$ cat config.mk
export PLATFORM = sky130hd
export DESIGN_NAME = mojo_serial_block_fifo_flat
export DESIGN_NICKNAME = d
export VERILOG_FILES = /design/src/rtl/mojo_serial_block_fifo_if.sv /design/src/rtl/mojo_serial_block_fifo.sv /design/src/flat_wrapper.sv
export SDC_FILE = /design/constraint.sdc
export NUM_CORES = 1
export LEC_CHECK = 0
export CORE_ASPECT_RATIO = 1.5
export CORE_MARGIN = 5
export CORE_UTILIZATION = 50
export CTS_CLUSTER_DIAMETER = 50
export DETAILED_ROUTE_END_ITERATION = 12
export GPL_TIMING_DRIVEN = 0
export PLACE_DENSITY = 0.82
export SETUP_SLACK_MARGIN = 0.4
export SKIP_CTS_REPAIR_TIMING = 1
export SYNTH_ARGS = -nofsm -noshare
export SYNTH_HDL_FRONTEND = slang
export SYNTH_SLANG_ARGS = --single-unit
$ cat constraint.sdc
create_clock -name clk -period 24.8 [get_ports clk]
set_input_delay 3.72 -clock clk [delete_from_list [all_inputs] [get_ports clk]]
set_output_delay 3.72 -clock clk [all_outputs]
set_load 0.1 [all_outputs]
$ cat src/rtl/mojo_serial_block_fifo_if.sv
// Block-level bus between receiver, block FIFO and transmitter.
// Optional drop_count signal exists only with MOJO_BLOCK_FIFO_STATS_EN.
interface mojo_serial_block_fifo_if #(
  parameter int W = 320
);
  // Handshake: new_in_block is a one-cycle strobe qualifying in_block (no back-pressure,
  // a push while full is dropped); new_out_block is a one-cycle strobe, out_block holds
  // until the next strobe; out_busy high from the transmitter blocks further issues.
  logic [W-1:0] in_block;
  logic         new_in_block;
  logic [W-1:0] out_block;
  logic         new_out_block;
  logic         out_busy;
  logic         empty;
  logic         full;
  logic         overflow;
`ifdef MOJO_BLOCK_FIFO_STATS_EN
  logic [7:0]   drop_count;

  modport master (
    output in_block, new_in_block, out_busy,
    input  out_block, new_out_block, empty, full, overflow, drop_count
  );

  modport slave (
    input  in_block, new_in_block, out_busy,
    output out_block, new_out_block, empty, full, overflow, drop_count
  );
`else
  modport master (
    output in_block, new_in_block, out_busy,
    input  out_block, new_out_block, empty, full, overflow
  );

  modport slave (
    input  in_block, new_in_block, out_busy,
    output out_block, new_out_block, empty, full, overflow
  );
`endif
endinterface

$ cat src/rtl/mojo_serial_block_fifo.sv
// Whole-block FIFO between serial block receiver and transmitter, metered by out_busy.
// Optional feature macro: MOJO_BLOCK_FIFO_STATS_EN adds a saturating drop_count.
module mojo_serial_block_fifo #(
  parameter int BLOCK_BYTES  = 40,
  parameter int DEPTH        = 4,
  parameter int BUSY_TIMEOUT = 4
) (
  input  logic                     clk,
  input  logic                     rst,
  mojo_serial_block_fifo_if.slave  bus,
  output logic [1:0]               dbg_state
);
  localparam int W  = BLOCK_BYTES * 8;
  localparam int AW = $clog2(DEPTH);
  localparam int TW = $clog2(BUSY_TIMEOUT + 1);

  typedef enum logic [1:0] {
    ST_IDLE      = 2'd0,
    ST_ISSUE     = 2'd1,
    ST_WAIT_BUSY = 2'd2,
    ST_WAIT_IDLE = 2'd3
  } state_t;

  state_t        state, state_nxt;
  logic [W-1:0]  mem [DEPTH];
  logic [AW-1:0] wr_ptr, rd_ptr;
  logic [AW:0]   count, count_nxt;
  logic [TW-1:0] tmo_cnt;
  logic          pop, push, drop;

  assign dbg_state = state;

  // The pop is taken on the edge entering ISSUE so that out_block and the
  // issue strobe become visible together.
  always_comb begin
    state_nxt = state;
    pop       = 1'b0;
    case (state)
      ST_IDLE: begin
        if (!bus.empty && !bus.out_busy) begin
          state_nxt = ST_ISSUE;
          pop       = 1'b1;
        end
      end
      ST_ISSUE:     state_nxt = ST_WAIT_BUSY;
      ST_WAIT_BUSY: begin
        if (bus.out_busy)                          state_nxt = ST_WAIT_IDLE;
        else if (tmo_cnt == TW'(BUSY_TIMEOUT - 1)) state_nxt = ST_IDLE;
      end
      ST_WAIT_IDLE: if (!bus.out_busy) state_nxt = ST_IDLE;
      default:      state_nxt = ST_IDLE;
    endcase
  end

  assign push = bus.new_in_block && (!bus.full || pop);
  assign drop = bus.new_in_block && bus.full && !pop;

  always_comb begin
    count_nxt = count;
    case ({push, pop})
      2'b10:   count_nxt = count + 1'b1;
      2'b01:   count_nxt = count - 1'b1;
      default: count_nxt = count;
    endcase
  end

  // Storage has no reset; validity is tracked by the pointers and count.
  always_ff @(posedge clk) begin
    if (push) mem[wr_ptr] <= bus.in_block;
  end

  always_ff @(posedge clk) begin
    if (rst) begin
      state             <= ST_IDLE;
      wr_ptr            <= '0;
      rd_ptr            <= '0;
      count             <= '0;
      tmo_cnt           <= '0;
      bus.empty         <= 1'b1;
      bus.full          <= 1'b0;
      bus.overflow      <= 1'b0;
      bus.out_block     <= '0;
      bus.new_out_block <= 1'b0;
    end else begin
      state             <= state_nxt;
      count             <= count_nxt;
      bus.empty         <= (count_nxt == '0);
      bus.full          <= (count_nxt == (AW+1)'(DEPTH));
      bus.new_out_block <= pop;
      tmo_cnt           <= (state == ST_WAIT_BUSY) ? tmo_cnt + 1'b1 : '0;
      if (push) wr_ptr <= wr_ptr + 1'b1;
      if (pop) begin
        bus.out_block <= mem[rd_ptr];
        rd_ptr        <= rd_ptr + 1'b1;
      end
      if (drop) bus.overflow <= 1'b1;
    end
  end

`ifdef MOJO_BLOCK_FIFO_STATS_EN
  always_ff @(posedge clk) begin
    if (rst)                                  bus.drop_count <= '0;
    else if (drop && bus.drop_count != 8'hFF) bus.drop_count <= bus.drop_count + 1'b1;
  end
`endif
endmodule
$ cat src/flat_wrapper.sv
// flat-port wrapper written by rule: the top's interface ports become plain ports
module mojo_serial_block_fifo_flat 
#(
  parameter int BLOCK_BYTES  = 40,
  parameter int DEPTH        = 4,
  parameter int BUSY_TIMEOUT = 4
)
  (clk, rst, dbg_state, bus_in_block, bus_new_in_block, bus_out_busy, bus_out_block, bus_new_out_block, bus_empty, bus_full, bus_overflow);
  mojo_serial_block_fifo_if bus_i ();
  input  logic clk;
  input  logic rst;
  output logic [1:0] dbg_state;
  input wire logic [$bits(bus_i.in_block)-1:0] bus_in_block;
  input wire logic [$bits(bus_i.new_in_block)-1:0] bus_new_in_block;
  input wire logic [$bits(bus_i.out_busy)-1:0] bus_out_busy;
  output wire logic [$bits(bus_i.out_block)-1:0] bus_out_block;
  output wire logic [$bits(bus_i.new_out_block)-1:0] bus_new_out_block;
  output wire logic [$bits(bus_i.empty)-1:0] bus_empty;
  output wire logic [$bits(bus_i.full)-1:0] bus_full;
  output wire logic [$bits(bus_i.overflow)-1:0] bus_overflow;
  assign bus_i.in_block = bus_in_block;
  assign bus_i.new_in_block = bus_new_in_block;
  assign bus_i.out_busy = bus_out_busy;
  assign bus_out_block = bus_i.out_block;
  assign bus_new_out_block = bus_i.new_out_block;
  assign bus_empty = bus_i.empty;
  assign bus_full = bus_i.full;
  assign bus_overflow = bus_i.overflow;
  mojo_serial_block_fifo #(.BLOCK_BYTES(BLOCK_BYTES), .DEPTH(DEPTH), .BUSY_TIMEOUT(BUSY_TIMEOUT)) u_core (.clk(clk), .rst(rst), .bus(bus_i), .dbg_state(dbg_state));
endmodule
Yosys cells after proc, flatten, opt, wreduce, memory -nomap -nowiden
Memory sizes are Yosys's and may differ from the RTL's. A register that Yosys moved wholly into a read port is not among the register bits.
Index checks and enable logic that the tools add are counted.
Word-level totals
  bits in registers: 16
  memory bits (writable): 1280
  input bits: 324
  output and inout port bits: 326
  word-level logic and storage cells: 49
  memories kept: 1
Memories
  u_core.mem: depth 4, bits a word 320, read ports 1, clocked after Yosys merged registers in 1, write ports 1, line mojo_serial_block_fifo.sv:25  | logic [W-1:0] mem [DEPTH];
Cells by class
  add/sub/neg operators: 5
  eq/ne operators: 10
  muxes and demuxes: 10
  bitwise gates (word level): 1
  reduce and logical (&&, ||, !) cells: 13
Operator list (number)
  2-bit 2-to-1 mux: 4
  2-bit one-hot mux with 4 select lines: 1
  3-bit by 1-bit adder with 3-bit output, second input constant: 2
  2-bit equality test, second input constant: 3
  3-bit one-hot mux with 2 select lines: 1
  2-bit by 1-bit adder with 2-bit output, second input constant: 2
  2-bit by 1-bit equality test with 1-bit output, second input constant: 2
  1-bit logical AND: 4
  1-bit zero test: 4
  1-bit 2-to-1 mux: 4
  3-bit by 2-bit equality test with 1-bit output, second input constant: 1
  3-bit equality test, second input constant: 1
  3-bit zero test: 1
  3-bit by 2-bit inequality test with 1-bit output, second input constant: 1
  3-bit AND reduction: 1
  3-bit by 1-bit subtractor with 3-bit output, second input constant: 1
  2-bit zero test: 1
  2-bit by 1-bit inequality test with 1-bit output, second input constant: 1
  2-bit inequality test, second input constant: 1
  2-bit OR reduction: 1
  1-bit logical OR: 1
  1-bit inverter: 1

Depth between registers and ports, before layout
  word-level depth: 9
  depth in mapped cells: 8
  depth with buffers taken out: 7

Worst setup path before layout
OpenSTA, ideal clock, no wires.
  kind: input to register
  start point: in bus_out_busy
  end point: mem u_core.mem[0][0] (enable)
  library setup time: 0.725 ns
  arrival time: 11.895 ns
  data required time: 24.075 ns
  path slack: 12.181 ns
  cell stages on the path: 2
  buffers on the path: 0
  cell sequence: o41ai_1 > and3_1
On the way
  longest elaborated chain between the ends: 8
Ends and longest elaborated chain
  start: declaration: line flat_wrapper.sv:15  | input wire logic [$bits(bus_i.out_busy)-1:0] bus_out_busy;
  1-bit zero test: line mojo_serial_block_fifo.sv:40  | if (!bus.empty && !bus.out_busy) begin
  1-bit logical AND: line mojo_serial_block_fifo.sv:40
  1-bit 2-to-1 mux: line mojo_serial_block_fifo.sv:40
  1-bit 2-to-1 mux: line mojo_serial_block_fifo.sv:38  | case (state)
  1-bit logical OR: line mojo_serial_block_fifo.sv:55  | assign push = bus.new_in_block && (!bus.full || pop);
  1-bit logical AND: line mojo_serial_block_fifo.sv:55
  1-bit 2-to-1 mux: line mojo_serial_block_fifo.sv:69  | if (push) mem[wr_ptr] <= bus.in_block;
  1-bit 2-to-1 mux (not written as such): line mojo_serial_block_fifo.sv:69
  end: declaration: line mojo_serial_block_fifo.sv:25
No other way between the ends.

Final worst setup path
  start point: in bus_out_busy
  end point: mem u_core.mem[0][123] (enable)
The elaborated chain is that of the path after synthesis.

==> results_dict.tcl <==
set metrics [dict create \
    status "completed" \
    power_frac_comb_pct 17.2 \
    reg2regPathDepth 5 \
    worstSetupStartpoint "bus_out_busy" \
    finClkSkew_ns 0.03300 \
    r2r_end "u_core.mem[0][123]" \
    port_buffers 647 \
    dpl_worst_slack_ns 17.15 \
    critPathArrivalTime_ns 6.87 \
    synth_warnings 0 \
    io_pins 650 \
    cp-end-kind "flip-flop" \
    grt_first_pass_wirelength_um 201300 \
    synth_area_um2 56490 \
    max_stage_delay_ns 0.86 \
    nets 3620 \
    power_w 0.006589 \
    drc_errors 0 \
    path_cells "clkdlybuf4s50_1 -> o41ai_2 -> and3_4 -> buf_16 -> buf_16 -> buf_16" \
    syn_area_per_cell_um2 22.96 \
    fin_crit_ns 6.444 \
    irDropWorstVdd_v 0.0001010 \
    cts_tree "done" \
    synth-seq-cells 1616 \
    synthArstFlopShare_pct 0 \
    path_max_fanout 51 \
    clkTransAtPathRegs_ns 0.06 \
    p_leak_nw 23.08 \
    cts_buffer_depth 3 \
    power.density_nw_per_um2 93.37 \
    grt_overflow 0 \
    drv_slew 0 \
    rrSetupSlack_ns 21.28 \
    yosysSeqAreaShare_pct 79.95 \
    root_buffer "clkbuf_16" \
    yosysMostFrequentCell "edfxtp_1" \
    antenna_found_initial 41 \
    row_count 151 \
    power.switching_w 0.001826 \
    start_kind "input pin" \
    synth_edf_count 1280 \
    synth_fp_nets 2793 \
    internal_power_w 0.004762 \
    yosysTopAreaCell "edfxtp_1" \
    numCtsBuffers 151 \
    via_per_inst 5.766 \
    core_um2 112600 \
    slew_headroom_pct 15.68 \
    synth_top_area_share_pct 68.04 \
    wl_per_cell_um 28.06 \
    swShare_pct 27.72 \
    synth_cells 2461 \
    fmax_mhz 155.2 \
    final_antenna_net_count 0 \
    die_h_um 421.7 \
    p_clk_share_pct 34.9 \
    crit_required_ns 25.22 \
    r2r-start "u_core.dbg_state[1]" \
    fill_cells 7320 \
    gp_congestion 0.7693 \
    vias 28240 \
    grt_usage_pct 22.69 \
    ys.flop_type "edfxtp_1" \
    clock-sinks 1616 \
    drt_pass1_iterations 5 \
    synth.distinct_cells 34 \
    hold_path.class "reg -> reg" \
    critical_path.most_common_cell "buf_16" \
    path_class "in -> reg" \
    tns_ns 0 \
    die_area_um2 119900 \
    dp_hpwl_um 90990 \
    start_util_pct 50.17 \
    synth_area_leaders "edfxtp_1 68%, mux4_2 13%, dfxtp_1 12%, a22o_1 5.0%, buf_6 0.66%" \
    grt_pass1_vias 30120 \
    routed_wl_um 137400 \
    critPathSlowestCell "and3_4" \
    drtIter0Drc 2309 \
    worst_slew_pin_slew_ns 1.261 \
    htree_levels 4 \
    cap_violations 0 \
    cp-endpoint "u_core.mem[0][123]" \
    rsz0062_at_grt "false" \
    area_growth_pct 24.91 \
    setup_violations 0 \
    fin_ws_ns 18.36 \
    sequentialPowerShare_pct 47.9 \
    final_hold_viol_count 0 \
    drive_gt1_share_pct 20.09 \
    die_w_um 284.5 \
    grt_start_max_net_pins 56 \
    worstSkewPairLatency_ns 0.77 \
    synth_common_cells "1280 x edfxtp_1, 336 x dfxtp_1, 320 x a22o_1, 320 x mux4_2, 57 x buf_2" \
    post-route-period-util_pct 25.98 \
]
-- power groups by stage --
stage               registers [W]  logic (W)  clock network, W
global placement          0.00327    0.00111                 0
CTS                       0.00316    0.00115           0.00234
floorplan                 0.00365   0.000369                 0
global route              0.00317    0.00118           0.00247
detailed placement        0.00321    0.00114                 0
finish                    0.00316    0.00113           0.00230
-- flip-flops by register name, indices dropped and copies added (netlist names) --
signal and count:
u_core.bus.empty 1, u_core.bus.full 1, u_core.bus.new_out_block 1, u_core.bus.out_block 320
u_core.bus.overflow 1, u_core.count 3, u_core.dbg_state 2, u_core.mem 1280
u_core.rd_ptr 2, u_core.tmo_cnt 3, u_core.wr_ptr 2
-- layer usage --
metal / vias up / global-route usage (%) / part of all wire (%)
met5: - / 0 / 0.068
met4: 14 / 10.09 / 4.0
met3: 251 / 7.807 / 9.0
met2: 1207 / 38.72 / 52
met1: 14660 / 26.05 / 35
li1: 12110 / - / -
-- final cells by class --
| type | instances | area (µm²) | area share (%) |
|---|---|---|---|
| diodes | 31 | 77.57 | 0.1099 |
| plain buffers | 146 | 912.1 | 1.293 |
| clock buffers | 206 | 4200 | 5.952 |
| clock inverters | 73 | 788.3 | 1.117 |
| inverters | 5 | 23.77 | 0.03369 |
| multi-input cells | 694 | 10420 | 14.77 |
| flip-flops and latches | 1616 | 45160 | 64.00 |
| well taps | 1453 | 1818 | 2.576 |
| repair buffers | 674 | 7159 | 10.15 |
-- how the worst min path moves through the flow --
stage | start | endpoint | slack (ns) | depth (start not counted)
6_report | u_core.tmo_cnt[0] | u_core.tmo_cnt[0] | 0.43 | 1
5_1_grt | u_core.tmo_cnt[0] | u_core.tmo_cnt[0] | 0.44 | 1
4_1_cts | u_core.tmo_cnt[0] | u_core.tmo_cnt[0] | 0.43 | 1
3_5_place_dp | u_core.tmo_cnt[0] | u_core.tmo_cnt[0] | 0.43 | 1
3_3_place_gp | u_core.tmo_cnt[0] | u_core.tmo_cnt[0] | 0.41 | 1
2_1_floorplan | u_core.tmo_cnt[0] | u_core.tmo_cnt[0] | 0.40 | 1
-- cells in the final DEF, fill, tap and decap left out, types with 6 or more instances in the layout --
master	instances
clkbuf_16	155
buf_12	8
dfxtp_1	336
buf_4	12
buf_6	33
inv_6	7
buf_16	19
a22o_1	320
clkbuf_1	81
diode_2	31
clkinv_1	13
edfxtp_1	1280
clkdlybuf4s50_1	647
clkinv_2	21
clkinvlp_4	8
bufinv_16	8
nor2_1	9
mux4_2	320
buf_2	57
clkinv_8	6
ha_1	7
clkbuf_8	13
-- critical path: cells and delay by family --
family,cells,cell delay [ns]
compound gates,1,0.68
buf+inv,4,1.46
simple gates,1,0.86
-- kinds of logic (layout without fill, tap and decap cells) --
kind of cell,after synthesis,after routing,synth area share [%]
mux,321,321,12.77
fa+ha+maj,8,8,0.1905
other cells,0,31,0
xor+xnor,2,2,0.03101
flops,1616,1616,79.95
compound gates,336,336,5.145
buf+inv,151,1104,1.657
simple gates,27,27,0.2569
-- per-stage QoR --
step	hold WS (ns)	utilization (%)	cells	area (µm²)
6_report	0.4312	62.67	4898	70560
5_1_grt	0.4445	62.64	4885	70530
4_1_cts	0.4281	62.59	4867	70480
3_5_place_dp	0.4279	58.16	4588	65490
3_3_place_gp	0.4118	57.54	4561	64790
2_1_floorplan	0.3978	-	2461	56490
(Power assumes the default switching activity.)
